$ cat src/rtl/bit_serializer.sv
// Parallel-to-serial converter with a one-word holding register, feeding a
// downstream serial sequence detector one bit per enabled clock.
module bit_serializer #(
  parameter int WIDTH     = 8,
  parameter bit MSB_FIRST = 1'b1
) (
  input  logic             Clock,
  input  logic             R,
  input  logic             in_valid,
  input  logic [WIDTH-1:0] in_data,
  output logic             in_ready,
  input  logic             en,
  output logic             w,
  output logic             w_valid,
  output logic             last,
  output logic             busy
);

  localparam int             CW       = $clog2(WIDTH);
  localparam logic [CW-1:0]  LAST_CNT = CW'(WIDTH - 1);

  typedef enum logic {
    IDLE  = 1'b0,
    SHIFT = 1'b1
  } state_t;

  state_t           state_q, state_d;
  logic [WIDTH-1:0] hold_q, hold_d;
  logic             hold_full_q, hold_full_d;
  logic [WIDTH-1:0] shreg_q, shreg_d;
  logic [CW-1:0]    cnt_q, cnt_d;
  logic             in_ready_q, in_ready_d;
  logic             w_q, w_d;
  logic             w_valid_q, w_valid_d;
  logic             last_q, last_d;
  logic             busy_q, busy_d;

  logic             accept;
  logic             load;
  logic [WIDTH-1:0] shreg_next;

  // in_ready_q always equals !hold_full_q, so accept never needs a live
  // combinational view of the holding register.
  assign accept = in_valid && in_ready_q;

  assign shreg_next = MSB_FIRST ? {shreg_q[WIDTH-2:0], 1'b0}
                                : {1'b0, shreg_q[WIDTH-1:1]};

  // NOTE: combinational blocks use blocking '=' with a default for every
  // output first, so no latch is inferred; flops below use '<=' only.
  always_comb begin
    state_d     = state_q;
    shreg_d     = shreg_q;
    cnt_d       = cnt_q;
    hold_full_d = hold_full_q;
    hold_d      = hold_q;
    load        = 1'b0;

    case (state_q)
      IDLE: begin
        if (hold_full_q) load = 1'b1;
      end
      SHIFT: begin
        if (en) begin
          if (cnt_q == LAST_CNT) begin
            if (hold_full_q) begin
              load = 1'b1;
            end else begin
              state_d = IDLE;
              shreg_d = '0;
              cnt_d   = '0;
            end
          end else begin
            shreg_d = shreg_next;
            cnt_d   = cnt_q + 1'b1;
          end
        end
      end
      default: state_d = IDLE;
    endcase

    if (load) begin
      shreg_d     = hold_q;
      cnt_d       = '0;
      state_d     = SHIFT;
      hold_full_d = 1'b0;
    end

    // Accept only happens into an empty hold, so it never races a load.
    if (accept) begin
      hold_d      = in_data;
      hold_full_d = 1'b1;
    end

    in_ready_d = !hold_full_d;
    busy_d     = hold_full_d || (state_d == SHIFT);
    w_valid_d  = (state_d == SHIFT);
    w_d        = w_valid_d && (MSB_FIRST ? shreg_d[WIDTH-1] : shreg_d[0]);
    last_d     = w_valid_d && (cnt_d == LAST_CNT);
  end

  always_ff @(posedge Clock) begin
    if (!R) begin
      state_q     <= IDLE;
      shreg_q     <= '0;
      cnt_q       <= '0;
      hold_full_q <= 1'b0;
      in_ready_q  <= 1'b1;
      w_q         <= 1'b0;
      w_valid_q   <= 1'b0;
      last_q      <= 1'b0;
      busy_q      <= 1'b0;
    end else begin
      state_q     <= state_d;
      shreg_q     <= shreg_d;
      cnt_q       <= cnt_d;
      hold_full_q <= hold_full_d;
      in_ready_q  <= in_ready_d;
      w_q         <= w_d;
      w_valid_q   <= w_valid_d;
      last_q      <= last_d;
      busy_q      <= busy_d;
    end
  end

  // NOTE: the hold data needs no reset; hold_full_q alone qualifies it.
  always_ff @(posedge Clock) begin
    hold_q <= hold_d;
  end

  assign in_ready = in_ready_q;
  assign w        = w_q;
  assign w_valid  = w_valid_q;
  assign last     = last_q;
  assign busy     = busy_q;

endmodule

$ cat config.mk
export PLATFORM = sky130hd
export DESIGN_NAME = bit_serializer
export DESIGN_NICKNAME = d
export VERILOG_FILES = /design/src/rtl/bit_serializer.sv
export SDC_FILE = /design/constraint.sdc
export NUM_CORES = 1
export LEC_CHECK = 0
export CORE_ASPECT_RATIO = 1.4
export CORE_MARGIN = 2
export CORE_UTILIZATION = 40
export DETAILED_ROUTE_END_ITERATION = 7
export PLACE_DENSITY_LB_ADDON = 0.2
export REMOVE_ABC_BUFFERS = 1
export SLEW_MARGIN = 0
export SYNTH_ARGS = -nofsm -noshare
export SYNTH_HDL_FRONTEND = slang
export SYNTH_SLANG_ARGS = --single-unit
$ cat constraint.sdc
create_clock -name Clock -period 4.2 [get_ports Clock]
set_input_delay 1.05 -clock Clock [delete_from_list [all_inputs] [get_ports Clock]]
set_output_delay 1.05 -clock Clock [all_outputs]
set_load 0.01 [all_outputs]
==> results.md, run 1 <==
STA:
- Subtracting the final worst setup slack from the clock period gives 2.52 ns.
- The share of the clock period used by the worst path after layout is 59.9%.
- Across all setup checks in the final design, the least slack found is 1.68 ns.
- The pin slew with the least headroom to its limit is 0.592 ns.
- The number of pins exceeding their max-slew limit in the final report is 0.
- Setup violations remaining at the end of the flow were counted as 0.
- The post-route clock skew is 0.00581 ns.
- For this run, the top clock speed supported by timing is 0.397 GHz.
- The headroom to the max-slew limit is 60.4%.
- Adding up every negative setup slack in the final design gives 0 ns.
- Setup repair after global routing left no endpoint under its margin.
- The worst hold slack after final layout is 0.507 ns.
- The number of hold-slack violations in the final timing report is 0.

Synth:
- The flip-flop and latch count after synthesis is 25.
- In this run the mean area of a mapped cell was 10.5 um^2.
- Yosys mapped the design onto 25 distinct sky130hd cell types.
- In this run the cell area of the synthesized design comes to 1000 um^2.
- The fraction of registers with async set or reset after synthesis is 0%.
- The number of warning messages in the yosys log is 0.
- The most used flip-flop cell after synthesis is dfxtp_1.
- The cell count after synthesis came out at 95.
- The number of flops mapped to enable cells by yosys is 8.
- Of the synthesized area, sequential elements account for 58.0%.

Floorplanning:
- The initial utilization of the core area, before any placement, comes to 41.9%.
- Measured along the x axis, the die boundary spans 46.3 um.
- The core region is 2390 um^2.
- From bottom edge to top edge, the die measures 63.2 um.
- The overall die area is 2920 um^2.
- The floorplan has 21 rows.
- 17 I/O pins were placed.

Clock tree:
- The maximum number of buffers from clock root to sink is 2.
- The clock tree from TritonCTS is built.
- The number of buffers inserted by hold repair at cts is 0.
- Counting every sink on the clock net gives 25.
- After clock tree synthesis, the clock-pin slew on the worst setup and hold paths is 0.14 ns.
- The H-tree level count is 1.
- The post-cts resize count is 0.
- The setup fix buffers added after clock tree synthesis is 0.
- Buffers inserted during clock tree synthesis total 3.
- Clock tree synthesis selected as its root buffer the cell clkbuf_4.
- The clock latency reported for the late side of the worst-skew pair is 0.32 ns.

Finish:
- The repair_antennas step left the layout with diodes totalling 0.
- After routing the design area is 1220 um^2.
- The final-stage net count is 128.
- Compared with the post-synthesis result, the final layout area differs by 21.8%.
- Cells with a size suffix above 1 make up 8.04% of the layout.
- The non-filler instance count after layout is 146.
- For this run, the share of the core covered by cells in the final layout is 51.0%.

Critical path:
- The startpoint of the most critical register-to-register path is cnt_q[0]$_SDFF_PN0_.
- The worst register-to-register path ends at last$_SDFF_PN0_.
- The most critical setup path has its startpoint at w_valid$_SDFF_PN0_.
- The worst stage delay on the critical path is 0.61 ns.
- The largest individual stage delay along the critical path comes from the cell clkdlybuf4s50_1.
- STA puts the critical path data required time at 3.15 ns.
- The worst reg2reg path depth is 6.
- In this run the worst path has a maximum fanout of 9.
- For the worst setup path, the data arrival time is 1.47 ns.
- The critical path endpoint category is an output port.
- Across all register-to-register paths, the minimum setup slack is 2.44 ns.
- The critical path's top delay family is buffers and inverters.
- Traced cell by cell, the critical path runs through clkdlybuf4s50_1.
- The category of the worst setup path launch point is a flop.
- Together, buffers and inverters on the worst path number 1.
- The setup path with the least slack is of type reg -> out.

Global routing:
- The via count of the first global-routing pass is 661.
- Entering global routing, the biggest net connects 16 pins.
- In the global route stage, overall resource usage came out at 13.1%.
- After global routing the overflow that remains totals 0.
- The first global-routing pass estimated 2.83 mm of wire.
- The initial antenna violation count is 0.

Detailed routing:
- The highest routing layer actually used is met4.
- The first-iteration detailed-routing DRC count is 13.
- In the detailed route, the total length drawn on met2 is 824 um.
- The routed metal-1 wirelength is 728 um.
- The post-detailed-route DRC marker count is 0.
- The pre-antenna-repair detailed-routing pass consisted of 4 iterations.
- After detailed routing, the met3 layer carries 59 um of wire.
- In the final routed layout, each cell accounts on average for 11.3 um.
- The average vias per placed instance is 4.86.
- Once detail routing completed, the nets flagged for antenna violations numbered 0.
- Detailed routing inserted a total of 709 vias.
- Wires add up to 1.65 mm.

Placement:
- The setup slack after placement is 1.60 ns.
- At the end of routability-driven placement, the weighted congestion stood at 0.770.
- The number of buffers added on ports is 16.
- The placed cell count is 142.
- The HPWL after detailed placement is 1.22 mm.
- The placed cell area is 1190 um^2.

Run:
- The total of max-cap violations is 0.

Power:
- For this design the static power due to leakage is 0.490 nW.
- Overall power consumption after layout is estimated at 0.438 mW.
- Across the VDD grid, the largest voltage drop is 0.270 mV.
- For this design the ratio of total power to cell area is 359 nW/um^2.

Run status:
- The run finished with clean final reports.

Hold path:
- In this run the worst hold path is classified as reg -> reg.
- The startpoint identified for the worst hold timing path is hold_q[1]$_DFFE_PP_.
- The worst hold path terminates at shreg_q[1]$_SDFFE_PN0P_.
- Counting instances, the worst hold path has a depth of 1.
==> layout by cell type (no fill, tap or decap) <==
cell,instances
mux2_1,1
a31oi_1,1
a21boi_2,1
o21ai_0,6
clkdlybuf4s50_1,16
clkbuf_4,3
nand2_1,5
nor4_1,1
dfxtp_1,17
a21oi_1,9
o2111a_1,1
a21oi_2,1
a32oi_1,1
a21o_1,1
inv_1,10
nor2_1,12
nand2b_1,2
a221o_1,1
clkinvlp_4,1
ha_1,3
a22oi_1,3
edfxtp_1,8
nor2b_2,1
nand2_2,1
o211a_1,5
a21bo_2,1
==> kinds of logic after synthesis <==
kind of cell               synth area share (%)
buffers and inverters                      5.25
and+or+nand+nor                            9.75
AOI/OAI and AO/OA                          22.1
adders and majority gates                  3.75
muxes                                      1.12
DFF                                        58.0
==> synth_stat cells, types with 2 or more instances <==
cell      instances  area share, %
dfxtp_1          17             34
nor2_1           12            4.5
inv_1            10            3.8
a21oi_1           9            4.5
edfxtp_1          8             24
o21ai_0           6            3.0
nand2_1           5            1.9
o211a_1           5            5.0
a22oi_1           3            2.2
ha_1              3            3.8
clkbuf_1          2           0.75
nand2b_1          2            1.2
==> registers in the layout, indices dropped and copies added (netlist names) <==
signal       flops
last             1
hold_q           8
busy             1
cnt_q            3
in_ready         1
shreg_q          8
w                1
w_valid          1
hold_full_q      1
==> routing by layer <==
layer / global-route usage, % / vias up
li1: - / 371
met1: 16.5 / 320
met2: 20.5 / 14
met3: 3.72 / 4
met4: 5.36 / 0
met5: 0 / -
==> area by class of cell <==
cell class                 instances  area (um^2)
timing repair buffer              16          160
tap                               34         42.5
inverter                          10         37.5
sequential                        25          581
multi-input combinational         57          368
clock buffer                       3         22.5
fill                             212         1170
clock inverter                     1         7.51
==> report_power, final <==
group	leakage [nW]	switching (mW)	internal (mW)
sequential	0.216	0.00759	0.266
clock	0.0139	0.0742	0.0364
combinational	0.260	0.0258	0.0284
==> worst max path at each step <==
stage	to	depth (start not counted)	slack (ns)
2_1_floorplan	shreg_q[6]$_SDFFE_PN0P_	4	2.45
6_report	w_valid	1	1.68
3_3_place_gp	shreg_q[6]$_SDFFE_PN0P_	5	1.64
4_1_cts	w_valid	1	1.68
5_1_grt	w_valid	1	1.59
3_5_place_dp	shreg_q[6]$_SDFFE_PN0P_	5	1.60
(Power assumes the default switching activity.)
==> run 2: changes to the inputs <==
clock period = 2.1 ns   (was 4.2 ns; I/O delays follow)
==> results.md, run 2 (same netlist as run 1, synthesis figures left out) <==
Critical path:
- In this run the critical register-to-register path is launched from cnt_q[0]$_SDFF_PN0_.
- The register-to-register path setup slack is 0.27 ns.
- The worst register-to-register path ends at last$_SDFF_PN0_.
- In this run the worst path has a maximum fanout of 9.
- The largest single stage delay on the critical path is 0.60 ns.
- In this design, the largest share of critical-path delay is due to buffers and inverters.
- At the worst endpoint, the required time is 1.57 ns.
- The count of buffer and inverter cells on the critical path is 1.
- Tracing the worst setup path back leads to its startpoint at w_valid$_SDFF_PN0_.
- The critical path endpoint category is an output port.
- In this run the worst setup path terminates at w_valid.
- The category of the worst setup path launch point is a flop.
- The setup path with the least slack is of type reg -> out.
- The depth of the critical timing path with buffers and inverters included is 1.
- The slowest stage cell on the critical path is clkdlybuf4s50_1.
- For the worst setup path, the data arrival time is 1.45 ns.
- The worst reg2reg path depth is 6.
- Walking the worst path, the cells encountered are clkdlybuf4s50_1.

Finish:
- The filler cells instantiated in the layout total 225.
- The area used by multi-input combinational logic is 368 um^2.
- Registers take 581 um^2.
- In the layout the commonest cells are dfxtp_1, clkdlybuf4s50_1, nor2_1, inv_1, a21oi_1.
- Compared with the post-synthesis result, the final layout area differs by 23.0%.
- The most common library cell in the layout ignoring fill and taps is dfxtp_1.
- The fraction of layout instances using a drive strength above 1 is 9.65%.
- In the final layout, the registers with the most flip-flops are hold_q (8), shreg_q (8), cnt_q (3).
- At the end of the flow, the number of nets in the layout was 130.
- 0 antenna diodes ended up in the layout.

Clock tree:
- The setup fix buffers added after clock tree synthesis is 0.
- The H-tree level count is 1.
- The clock edge transition at the registers on the reported setup and hold paths is 0.12 ns.
- The later pin in the worst-skew pair is clocked with a latency of 0.32 ns.
- CTS saw 25 sinks.
- TritonCTS built the clock tree.
- The clock buffer count from CTS is 3.
- Clock tree synthesis selected as its root buffer the cell clkbuf_4.
- Hold repair after CTS inserted 0 buffers.
- Post-CTS repair changed the size of 0 cells.
- No sink is reached through more buffers than the 2 on the longest clock path.

Detailed routing:
- The average wire length per cell after detail routing is 11.9 um.
- The average vias per placed instance is 4.86.
- The first TritonRoute pass finished after 4 iterations.
- After detailed routing, the number of remaining DRC violations is 0.
- The first-iteration detailed-routing DRC count is 7.
- The detailed router placed 720 vias in this run.
- The final layout contains routed wiring with a total length of 1.77 mm.
- The number of nets with antenna violations after routing is 0.

Floorplanning:
- Measured along the x axis, the die boundary spans 46.3 um.
- The count of boundary I/O pins is 17.
- The standard-cell row count is 21.
- The vertical extent of the die is 63.2 um.
- For this configuration, the core starts out at a cell density of 41.9%.
- The die covers 2920 um^2.
- The total area inside the core boundary comes to 2390 um^2.

STA:
- Setup repair after global routing left no endpoint under its margin.
- Headroom to the max-slew limit came out at 72.9%.
- Setup violations remaining at the end of the flow were counted as 0.
- The number of hold-slack violations in the final timing report is 0.
- The pin slew with the least headroom to its limit is 0.407 ns.
- Derived from the worst setup path, the maximum achievable clock frequency is 0.507 GHz.
- The total negative slack for setup checks is 0 ns.
- The number of pins exceeding their max-slew limit in the final report came to 0.
- The worst setup margin is 0.129 ns.
- The final critical-path required period is 1.97 ns.
- In the finished design, the share of the clock period the worst path needs comes to 93.9%.
- The worst hold slack after final layout is 0.506 ns.
- Across the routed clock network, the largest skew measured is 0.00555 ns.

Power:
- Power spread over the standard cell area amounts to 706 nW/um^2.
- The static power due to leakage is 0.504 nW.
- VDD sags by at most 0.465 mV.

Global routing:
- The initial antenna violation count is 0.
- The via count of the first global-routing pass is 726.
- Global routing used 14.8% of the available tracks across all layers.
- The aggregate global routing overflow is 0.
- The first global-routing pass estimated 3.20 mm of wire.
- Entering global routing, the biggest net connects 15 pins.

Hold path:
- Along the worst hold path, the cell count comes to 1.
- The worst hold path belongs to the class reg -> reg.

Placement:
- The setup slack after placement is 0.148 ns.
- The placed wire-length estimate is 1.31 mm.
- During placement, the flow inserted port buffers numbering 16.
- At the end of routability-driven placement, the weighted congestion stood at 0.791.

Run:
- Max-cap violations in this run came to 0.

Run status:
- The flow ran to the end, and the final reports show no timing, DRC or antenna violations.
[run 2: changes by cell type in the layout (fill, tap and decap cells not counted), sizes merged]
cell and delta:
clkinv +1, clkinvlp -1, buf +2
[run 2: metal layers]
metal  global-route usage (%)  share of wire, %  vias up
met2                     23.3                52       14
met5                        0                 0        -
met3                     1.72               3.0        5
met4                     6.43               2.3        0
li1                         -                 -      372
met1                     19.7                43      329
[run 2: worst min path at each step]
stage	start	to	slack, ns
2_1_floorplan	shreg_q[0]$_SDFFE_PN0P_	shreg_q[0]$_SDFFE_PN0P_	0.45
3_3_place_gp	shreg_q[0]$_SDFFE_PN0P_	shreg_q[0]$_SDFFE_PN0P_	0.47
3_5_place_dp	hold_q[2]$_DFFE_PP_	shreg_q[2]$_SDFFE_PN0P_	0.48
4_1_cts	hold_q[2]$_DFFE_PP_	shreg_q[2]$_SDFFE_PN0P_	0.51
5_1_grt	hold_q[2]$_DFFE_PP_	shreg_q[2]$_SDFFE_PN0P_	0.53
6_report	hold_q[2]$_DFFE_PP_	shreg_q[2]$_SDFFE_PN0P_	0.51
[run 2: power by group]
part,internal (mW),leakage [nW],switching (mW),total (mW)
sequential,0.531,0.216,0.0158,0.547
combinational,0.0595,0.269,0.0536,0.113
clock,0.0713,0.0177,0.138,0.209
[run 2: through the flow]
step / util (%) / area (um^2) / total power [mW] / std cells
floorplan: - / 986 / 0.618 / 92
global placement: 50.3 / 1200 / 0.667 / 144
detailed placement: 50.3 / 1200 / 0.672 / 144
CTS: 51.5 / 1230 / 0.882 / 148
global route: 51.5 / 1230 / 0.922 / 148
finish: 51.5 / 1230 / 0.869 / 148
[run 2: layout make-up]
type | instances | share of cell area (%)
Multi-Input combinational cell | 57 | 29.9
Clock inverter | 1 | 0.407
Inverter | 10 | 3.05
Clock buffer | 3 | 1.83
Timing Repair Buffer | 18 | 14.2
Tap cell | 34 | 3.46
Sequential cell | 25 | 47.2
